## src/rtl/tgate_phase_gen_if.sv

```systemverilog
`default_nettype none
// ============================================================================
//  Module   : tgate_phase_gen_if
//  Brief    : Control and status bundle for the two-phase transmission-gate
//             generator: burst request inputs and gate-drive / status outputs.
//  Revision : 1.0  initial release
// ============================================================================
interface tgate_phase_gen_if #(
   parameter int CNTW = 8
);
   logic            start;
   logic [CNTW-1:0] nshift;
   logic            abort;
   logic            n1;
   logic            p1;
   logic            n2;
   logic            p2;
   logic            busy;
   logic            done;
   logic [CNTW-1:0] shift_count;

   // Requester side: issues bursts, observes gate drives and status
   modport master (
      output start, nshift, abort,
      input  n1, p1, n2, p2, busy, done, shift_count
   );

   // Generator side
   modport slave (
      input  start, nshift, abort,
      output n1, p1, n2, p2, busy, done, shift_count
   );
endinterface
`default_nettype wire

```

## src/rtl/tgate_phase_gen.sv

```systemverilog
`default_nettype none
// ============================================================================
//  Module   : tgate_phase_gen
//  Brief    : Non-overlapping two-phase transmission-gate driver. Each shift is
//             PH1 (ON cycles), DEAD1 (DEAD cycles), PH2 (ON), DEAD2 (DEAD).
//             A burst of nshift shifts is launched by start; abort and rst
//             cancel without a done pulse. All outputs are registered.
//  Revision : 1.0  initial release
// ============================================================================
module tgate_phase_gen #(
   parameter int ON   = 2,
   parameter int DEAD = 1,
   parameter int CNTW = 8
) (
   input  logic             clk,
   input  logic             rst,
   tgate_phase_gen_if.slave bus
);

   // Timer only ever needs to reach max(ON,DEAD)-1
   localparam int MAXLEN = (ON > DEAD) ? ON : DEAD;
   localparam int TW     = (MAXLEN > 1) ? $clog2(MAXLEN) : 1;

   localparam logic [TW-1:0] ON_LAST   = TW'(ON - 1);
   localparam logic [TW-1:0] DEAD_LAST = TW'(DEAD - 1);

   localparam logic [2:0] S_IDLE  = 3'd0;
   localparam logic [2:0] S_PH1   = 3'd1;
   localparam logic [2:0] S_DEAD1 = 3'd2;
   localparam logic [2:0] S_PH2   = 3'd3;
   localparam logic [2:0] S_DEAD2 = 3'd4;

   generate
      if (ON < 1 || DEAD < 1) begin : g_param_check
         $error("tgate_phase_gen: ON and DEAD must both be at least 1");
      end
   endgenerate

   logic [2:0]      state,     state_nxt;
   logic [TW-1:0]   timer,     timer_nxt;
   logic [CNTW-1:0] remaining, remaining_nxt;
   logic [CNTW-1:0] count,     count_nxt;
   logic            done_nxt;

   // Next-state: phase sequencing, burst bookkeeping, abort override
   always_comb begin
      state_nxt     = state;
      timer_nxt     = timer;
      remaining_nxt = remaining;
      count_nxt     = count;
      done_nxt      = 1'b0;

      case (state)
         S_IDLE: begin
            // abort in IDLE suppresses a simultaneous start
            if (bus.start && !bus.abort) begin
               count_nxt = '0;
               if (bus.nshift != '0) begin
                  state_nxt     = S_PH1;
                  timer_nxt     = '0;
                  remaining_nxt = bus.nshift;
               end else begin
                  // empty burst completes immediately
                  done_nxt = 1'b1;
               end
            end
         end
         S_PH1: begin
            if (timer == ON_LAST) begin
               state_nxt = S_DEAD1;
               timer_nxt = '0;
            end else begin
               timer_nxt = timer + 1'b1;
            end
         end
         S_DEAD1: begin
            if (timer == DEAD_LAST) begin
               state_nxt = S_PH2;
               timer_nxt = '0;
            end else begin
               timer_nxt = timer + 1'b1;
            end
         end
         S_PH2: begin
            if (timer == ON_LAST) begin
               state_nxt = S_DEAD2;
               timer_nxt = '0;
            end else begin
               timer_nxt = timer + 1'b1;
            end
         end
         S_DEAD2: begin
            if (timer == DEAD_LAST) begin
               timer_nxt     = '0;
               count_nxt     = count + 1'b1;
               remaining_nxt = remaining - 1'b1;
               if (remaining == CNTW'(1)) begin
                  state_nxt = S_IDLE;
                  done_nxt  = 1'b1;
               end else begin
                  state_nxt = S_PH1;
               end
            end else begin
               timer_nxt = timer + 1'b1;
            end
         end
         default: begin
            state_nxt = S_IDLE;
            timer_nxt = '0;
         end
      endcase

      // Cancel keeps the shifts already completed, never pulses done
      if (bus.abort && (state != S_IDLE)) begin
         state_nxt     = S_IDLE;
         timer_nxt     = '0;
         remaining_nxt = '0;
         count_nxt     = count;
         done_nxt      = 1'b0;
      end
   end

   // State and registered outputs; gate drives decoded from the next state
   always_ff @(posedge clk) begin
      if (rst) begin
         state     <= S_IDLE;
         timer     <= '0;
         remaining <= '0;
         count     <= '0;
         bus.n1    <= 1'b0;
         bus.p1    <= 1'b1;
         bus.n2    <= 1'b0;
         bus.p2    <= 1'b1;
         bus.busy  <= 1'b0;
         bus.done  <= 1'b0;
      end else begin
         state     <= state_nxt;
         timer     <= timer_nxt;
         remaining <= remaining_nxt;
         count     <= count_nxt;
         bus.n1    <= (state_nxt == S_PH1);
         bus.p1    <= (state_nxt != S_PH1);
         bus.n2    <= (state_nxt == S_PH2);
         bus.p2    <= (state_nxt != S_PH2);
         bus.busy  <= (state_nxt != S_IDLE);
         bus.done  <= done_nxt;
      end
   end

   assign bus.shift_count = count;

endmodule
`default_nettype wire

```

## src/flat_wrapper.sv

```systemverilog
// flat-port wrapper written by rule: the top's interface ports become plain ports
module tgate_phase_gen_flat 
#(
   parameter int ON   = 2,
   parameter int DEAD = 1,
   parameter int CNTW = 8
)
  (clk, rst, bus_start, bus_nshift, bus_abort, bus_n1, bus_p1, bus_n2, bus_p2, bus_busy, bus_done, bus_shift_count);
  tgate_phase_gen_if #(.CNTW(CNTW)) bus_i ();
  input  logic clk;
  input  logic rst;
  input wire logic [$bits(bus_i.start)-1:0] bus_start;
  input wire logic [$bits(bus_i.nshift)-1:0] bus_nshift;
  input wire logic [$bits(bus_i.abort)-1:0] bus_abort;
  output wire logic [$bits(bus_i.n1)-1:0] bus_n1;
  output wire logic [$bits(bus_i.p1)-1:0] bus_p1;
  output wire logic [$bits(bus_i.n2)-1:0] bus_n2;
  output wire logic [$bits(bus_i.p2)-1:0] bus_p2;
  output wire logic [$bits(bus_i.busy)-1:0] bus_busy;
  output wire logic [$bits(bus_i.done)-1:0] bus_done;
  output wire logic [$bits(bus_i.shift_count)-1:0] bus_shift_count;
  assign bus_i.start = bus_start;
  assign bus_i.nshift = bus_nshift;
  assign bus_i.abort = bus_abort;
  assign bus_n1 = bus_i.n1;
  assign bus_p1 = bus_i.p1;
  assign bus_n2 = bus_i.n2;
  assign bus_p2 = bus_i.p2;
  assign bus_busy = bus_i.busy;
  assign bus_done = bus_i.done;
  assign bus_shift_count = bus_i.shift_count;
  tgate_phase_gen #(.ON(ON), .DEAD(DEAD), .CNTW(CNTW)) u_core (.clk(clk), .rst(rst), .bus(bus_i));
endmodule
```

## config.mk

```make
export PLATFORM = sky130hd
export DESIGN_NAME = tgate_phase_gen_flat
export DESIGN_NICKNAME = d
export VERILOG_FILES = /design/src/rtl/tgate_phase_gen_if.sv /design/src/rtl/tgate_phase_gen.sv /design/src/flat_wrapper.sv
export SDC_FILE = /design/constraint.sdc
export NUM_CORES = 1
export LEC_CHECK = 0
export BUFFER_PORTS_ARGS = -buffer_cell sky130_fd_sc_hd__buf_2
export CAP_MARGIN = 15
export CORE_MARGIN = 5
export CORE_UTILIZATION = 40
export CTS_CLUSTER_SIZE = 12
export DETAILED_ROUTE_END_ITERATION = 8
export GPL_TIMING_DRIVEN = 1
export SYNTH_ARGS = -nofsm -noshare
export SYNTH_HDL_FRONTEND = slang
export SYNTH_SLANG_ARGS = --single-unit
```

## constraint.sdc

```tcl
create_clock -name clk -period 3 [get_ports clk]
set_clock_uncertainty 0.1 [all_clocks]
set_input_delay 0.3 -clock clk [delete_from_list [all_inputs] [get_ports clk]]
set_output_delay 0.3 -clock clk [all_outputs]
set_load 0.03 [all_outputs]
```

Word-level counts from Yosys, hierarchy flattened
Index checks and enable logic that the tools add are counted.
Storage, ports and cells
  register bits after elaboration: 26
  logic and storage cells: 66
  input bits: 12
  output and inout port bits: 14
Operators by class
  bitwise operators: 1
  equal/unequal tests: 12
  muxes and demuxes: 26
  add/subtract/negate cells: 3
  reductions and logical operators: 14
Operators by type and width (count)
  $mux 8: 5
  $pmux 8 s2: 2
  $mux 3: 7
  $pmux 3 s5: 1
  $eq 3x2->1 const B: 3
  $mux 1: 9
  $add 8x1->8 const B: 1
  $eq 8x1->1 const B: 1
  $reduce_and 4->1: 2
  $reduce_bool 8->1: 1
  $sub 8x1->8 const B: 1
  $eq 3x1->1 const B: 2
  $reduce_bool 3->1: 2
  $reduce_or 2->1: 3
  $ne 2x1->1 const B: 2
  $eq 3x3->1 const B: 1
  $logic_not 3->1: 1
  $ne 3x1->1 const B: 1
  $ne 3x2->1 const B: 1
  $pmux 1 s3: 1
  $logic_and 1x1->1: 2
  $ne 2x2->1 const B: 1
  $pmux 1 s2: 1
  $reduce_and 2->1: 1
  other kinds (4): 4

Logic depth before layout (Yosys ltp)
  word-level depth: 6
  depth in mapped cells: 8
  gate-level depth less buffers: 6

Least setup slack after synthesis
No wires, ideal clock.
  kind: register to register
  start point: reg u_core.state[0]
  end point: reg u_core.bus.p1
  setup time: 120 ps
  cell stages (with the launch flop): 8
  data required time: 2780 ps
  period minus slack after synthesis: 1885 ps
  path buffers: 2
  setup slack: 1115 ps
  data arrival time: 1665 ps
  cells stage by stage: dfxtp_1 buf_6 or3b_1 buf_6 nor2_8 nand2b_1 a311o_2 or2_1
Between the ends
  longest elaborated chain between the ends: 5
  elaborated cells between the ends (all ways): 16
  those cells by class: eq/ne: 5; mux: 8; reduce/logical: 3
Ends and longest elaborated chain
  start: declaration: RTL line tgate_phase_gen.sv:39  | logic [2:0] state, state_nxt;
  start signal: assignment: RTL line tgate_phase_gen.sv:137  | state <= state_nxt;
  $mux 3: RTL line tgate_phase_gen.sv:58  | if (bus.nshift != '0) begin
  $mux 3: RTL line tgate_phase_gen.sv:56  | if (bus.start && !bus.abort) begin
  $pmux 3 s5: RTL line tgate_phase_gen.sv:53  | case (state)
  $mux 3 *: RTL line tgate_phase_gen.sv:114  | if (bus.abort && (state != S_IDLE)) begin
  $ne 3x1->1 *: RTL line tgate_phase_gen.sv:142  | bus.p1 <= (state_nxt != S_PH1);
  end signal: assignment: RTL line tgate_phase_gen.sv:142
  end: declaration: RTL line tgate_phase_gen_if.sv:31  | output n1, p1, n2, p2, busy, done, shift_count
Mark *: on every way between the ends. The rest lies on a longest branch, timed or not.
A chain may end at the register's enable or synchronous reset.

Worst setup path after layout
  start point: reg u_core.state[0]
  end point: reg u_core.remaining[2]
Between the ends
  longest elaborated chain between the ends: 3
  elaborated cells between the ends (all ways): 11
  those cells by class: eq/ne: 4; mux: 1; reduce/logical: 6
Ends and longest elaborated chain
  $eq 3x3->1 (tied with other cells): RTL line tgate_phase_gen.sv:53
  $ne 2x2->1 (no line) (tied with other cells)
  $reduce_and 4->1 (no line) / $reduce_or 2->1 (equally long branches)
  end signal: assignment: RTL line tgate_phase_gen.sv:139  | remaining <= remaining_nxt;
  end: declaration: RTL line tgate_phase_gen.sv:41  | logic [CNTW-1:0] remaining, remaining_nxt;
Parallel ways exist; a longest one is shown, timed or not.

==> key figures <==
Power
  • Leakage: 0.6383 nW
  • Switching power total: 0.0001843 W
  • Int Power: 0.0004712 W
  • Sequential Power Share: 56.8%
  • Combinational group share of total power: 15.7%
  • Net switching fraction of the power: 28.12%
  • Total power density per cell area: 420.5 nW/µm²
  • Clock network power share: 27.5%
  • VDD IR-drop max: 0.0001544 V

Flow run
  • Number of violations of the max-capacitance limit: 0

Synth
  • Most used flip-flop cell after synthesis: sky130_fd_sc_hd__dfxtp_1
  • Summed instance area of the synthesized netlist: 1379 µm²
  • Cell count after synthesis: 170
  • Cell variety after synth: 40
  • Post-synth EDFFs: 0
  • Fraction of synthesis flops using an asynchronous set or reset pin: 0%
  • Count of yosys warnings during synthesis: 0
  • Number of synthesized register bits: 26
  • Nets in the synthesized netlist: 185
  • Sequential cell area fraction in the yosys report: 37.75%
  • Syn_area_per_cell: 8.111 µm²

Global route
  • Wire length of the first global-routing pass: 5.112 mm
  • Number of antenna violations at the first check in global routing: 0
  • GR Util All Layers: 14.32%
  • Number of global-route vias before repair: 1125
  • Maximum number of pins on one net before global-route repair: 20
  • Congestion Overflow GR: 0

Drt
  • Per-cell routed wire length: 13.23 µm
  • Number of design-rule violations left by the first detailed-router iteration: 50
  • DRC viols: 0
  • Total number of vias: 1255
  • Number of optimization iterations in the first detailed-route pass: 4
  • Sum of routed wire length over all layers: 3.149 mm
  • Remaining antenna violation count: 0
  • Routed via count divided by cell count: 5.273

Timing
  • TNS Setup: 0 ps
  • Period utilization: 72.14%
  • RSZ-0062 raised after global routing: false
  • Fmax: 0.4621 GHz
  • Hold Worst Slack: 169.5 ps
  • Final-report hold violation count: 0
  • Max-Slew Margin vs Limit: 51.61%
  • Final number of max-transition violations: 0
  • Minimum period implied by the final worst setup slack: 2164 ps
  • Final-report setup violation count: 0
  • Transition at the pin with the smallest max-transition slack: 725.9 ps
  • Final worst setup slack: 835.9 ps

Setup path
  • Delay of the slowest cell on the worst path: 580 ps
  • Slowest stage cell on the critical path: sky130_fd_sc_hd__a21oi_1
  • CP dominant cell by count: sky130_fd_sc_hd__a21oi_1
  • Length in cells of the worst reg-to-reg path: 5
  • Crit end category: register
  • Origin of the worst setup path: u_core.state[0]
  • Flop-to-flop setup slack: 840 ps
  • Destination of the worst register-to-register timing path: u_core.remaining[2]
  • Worst endpoint data arrival time: 2330 ps
  • Type of the setup path with the least slack: register to register
  • Worst Setup EP: u_core.remaining[2]
  • Required time reported for the critical path endpoint: 3170 ps
  • Kind of start point of the critical path: register
  • Worst flop-to-flop path startpoint: u_core.state[0]
  • Critical-path cell list: or3b_1 > nor2_8 > a21oi_1 > o21ai_0 > a21oi_1
  • Crit path max fanout: 14

CTS
  • Number of buffers inserted by hold repair at cts: 0
  • Clk Latency, worst-skew pair: 320 ps
  • Number of H-tree branching levels: 1
  • CTS Sinks: 26
  • Clock root buffer master: sky130_fd_sc_hd__clkbuf_4
  • TritonCTS Buffers: 3
  • Deepest clock path buffer count: 2
  • Post-CTS setup-driven buffer insertion count: 0
  • Quantity of gates resized following cts: 0
  • Clock tree from TritonCTS: yes
  • Clock-pin slew of the registers on the worst-case setup and hold paths: 150 ps

Cells and area
  • Number of antenna cells inserted: 0
  • Number of fill cells: 356
  • Post-layout nets: 208
  • Layout area overhead: 13.07%
  • Share of layout cells above drive strength 1: 18.75%

Die
  • Number of rows created at floorplan: 21
  • Initial Util: 41.32%
  • Die Span Y: 68.71 µm
  • Placeable core region: 3337 µm²
  • Die X: 68.71 µm
  • Total Die Area: 4721 µm²
  • # IOs: 26

Placed design
  • Count of buffers from port buffering: 25
  • Sum of net half-perimeters after detailed placement: 2.370 mm
  • DP Worst Slack: 874.2 ps
  • Weighted congestion reported at the end of routability-driven placement: 0.8424

Status
  • Outcome: finished clean

Hold path
  • Type of the tightest min-delay check: input pin to register
synth_stat cells (4+ instances only):
library cell / n / area share [%]
sky130_fd_sc_hd__inv_1: 8 / 2.2
sky130_fd_sc_hd__o21ai_0: 9 / 3.3
sky130_fd_sc_hd__clkbuf_1: 5 / 1.4
sky130_fd_sc_hd__a21oi_1: 15 / 5.4
sky130_fd_sc_hd__xor2_1: 5 / 3.2
sky130_fd_sc_hd__nand2_1: 25 / 6.8
sky130_fd_sc_hd__nor2_1: 17 / 4.6
sky130_fd_sc_hd__nor2b_1: 5 / 2.3
sky130_fd_sc_hd__nand2b_1: 7 / 3.2
sky130_fd_sc_hd__dfxtp_1: 26 / 38
sky130_fd_sc_hd__nand4_1: 4 / 1.8
flip-flops by register name (all words and copies together), names as in the netlist:
signal                  flops
u_core.bus.shift_count      8
u_core.bus.done             1
u_core.bus.p2               1
u_core.bus.p1               1
u_core.state                3
u_core.timer                1
u_core.bus.n1               1
u_core.remaining            8
u_core.bus.n2               1
u_core.bus.busy             1
worst min path at each step:
stage                   startpoint                  end  slack, ps  cells after the start
2_1_floorplan                  rst      u_core.state[1]        310                      1
3_3_place_gp   u_core.remaining[6]  u_core.remaining[6]        350                      2
3_5_place_dp   u_core.remaining[6]  u_core.remaining[6]        370                      2
4_1_cts                        rst      u_core.state[1]        150                      2
5_1_grt                        rst      u_core.state[1]        160                      2
6_report                       rst      u_core.state[1]        170                      2
power by group through the flow:
stage / registers, W / clock network (W) / logic [W]
2_1_floorplan: 0.000386 / 0 / 0.0000666
3_3_place_gp: 0.000379 / 0 / 0.000101
3_5_place_dp: 0.000380 / 0 / 0.000103
4_1_cts: 0.000372 / 0.000187 / 0.000103
5_1_grt: 0.000375 / 0.000203 / 0.000114
6_report: 0.000372 / 0.000180 / 0.000103
layer usage:
layer	wire length [µm]	up-vias	share of wire [%]	global-route usage [%]
met5	0	-	0	0
met4	33	0	1.0	5.109
met3	150	4	4.8	1.945
met2	1526	25	48	24.31
met1	1439	597	46	18.46
li1	-	629	-	-
per-stage QoR:
stage	total power [W]	std cells	instance area, µm²	util, %
global route	0.0006919	238	1559	46.72
detailed placement	0.0004825	234	1523	45.63
CTS	0.0006629	238	1559	46.72
finish	0.0006555	238	1559	46.72
floorplan	0.0004525	170	1379	-
global placement	0.0004803	234	1523	45.63
layout by cell type, fill, tap and decap left out, types with 3 or more instances in the layout:
cell type                  count
sky130_fd_sc_hd__a21oi_1      15
sky130_fd_sc_hd__buf_2        25
sky130_fd_sc_hd__clkbuf_4      3
sky130_fd_sc_hd__dfxtp_1      26
sky130_fd_sc_hd__ha_1          3
sky130_fd_sc_hd__inv_1         8
sky130_fd_sc_hd__nand2_1      25
sky130_fd_sc_hd__nand2b_1      7
sky130_fd_sc_hd__nand4_1       4
sky130_fd_sc_hd__nor2_1       17
sky130_fd_sc_hd__nor2b_1       5
sky130_fd_sc_hd__nor3_1        3
sky130_fd_sc_hd__nor4_1        3
sky130_fd_sc_hd__o21ai_0       9
sky130_fd_sc_hd__o31ai_1       3
sky130_fd_sc_hd__xnor2_1       3
sky130_fd_sc_hd__xor2_1        5
logic make-up (layout without fill, tap and decap cells):
logic type                 count (synthesis)  in the layout  synth area share (%)
and+or+nand+nor                           78             78                 29.85
AOI/OAI and AO/OA                         37             37                 17.60
DFF                                       26             26                 37.75
buffers and inverters                     16             38                 5.535
xor gates and xnor gates                   8              8                 5.082
adders and majority gates                  3              3                 2.723
muxes                                      2              2                 1.452
cell type report:
type                    instances  area (µm²)  area share (%)
well taps                      46       57.56           3.692
clock buffers                   4       36.28           2.327
multi-input cells             128       782.0           50.16
flip-flops and latches         26       520.5           33.39
repair buffers                 26       132.6           8.507
inverters                       8       30.03           1.926
critical path: cells and delay by family, from the launching register on:
family / cells / cell delay, ps
AO/OA/AOI/OAI: 3 / 960
flip-flops: 1 / 500
AND/OR/NAND/NOR: 2 / 560
(Power assumes the default switching activity.)
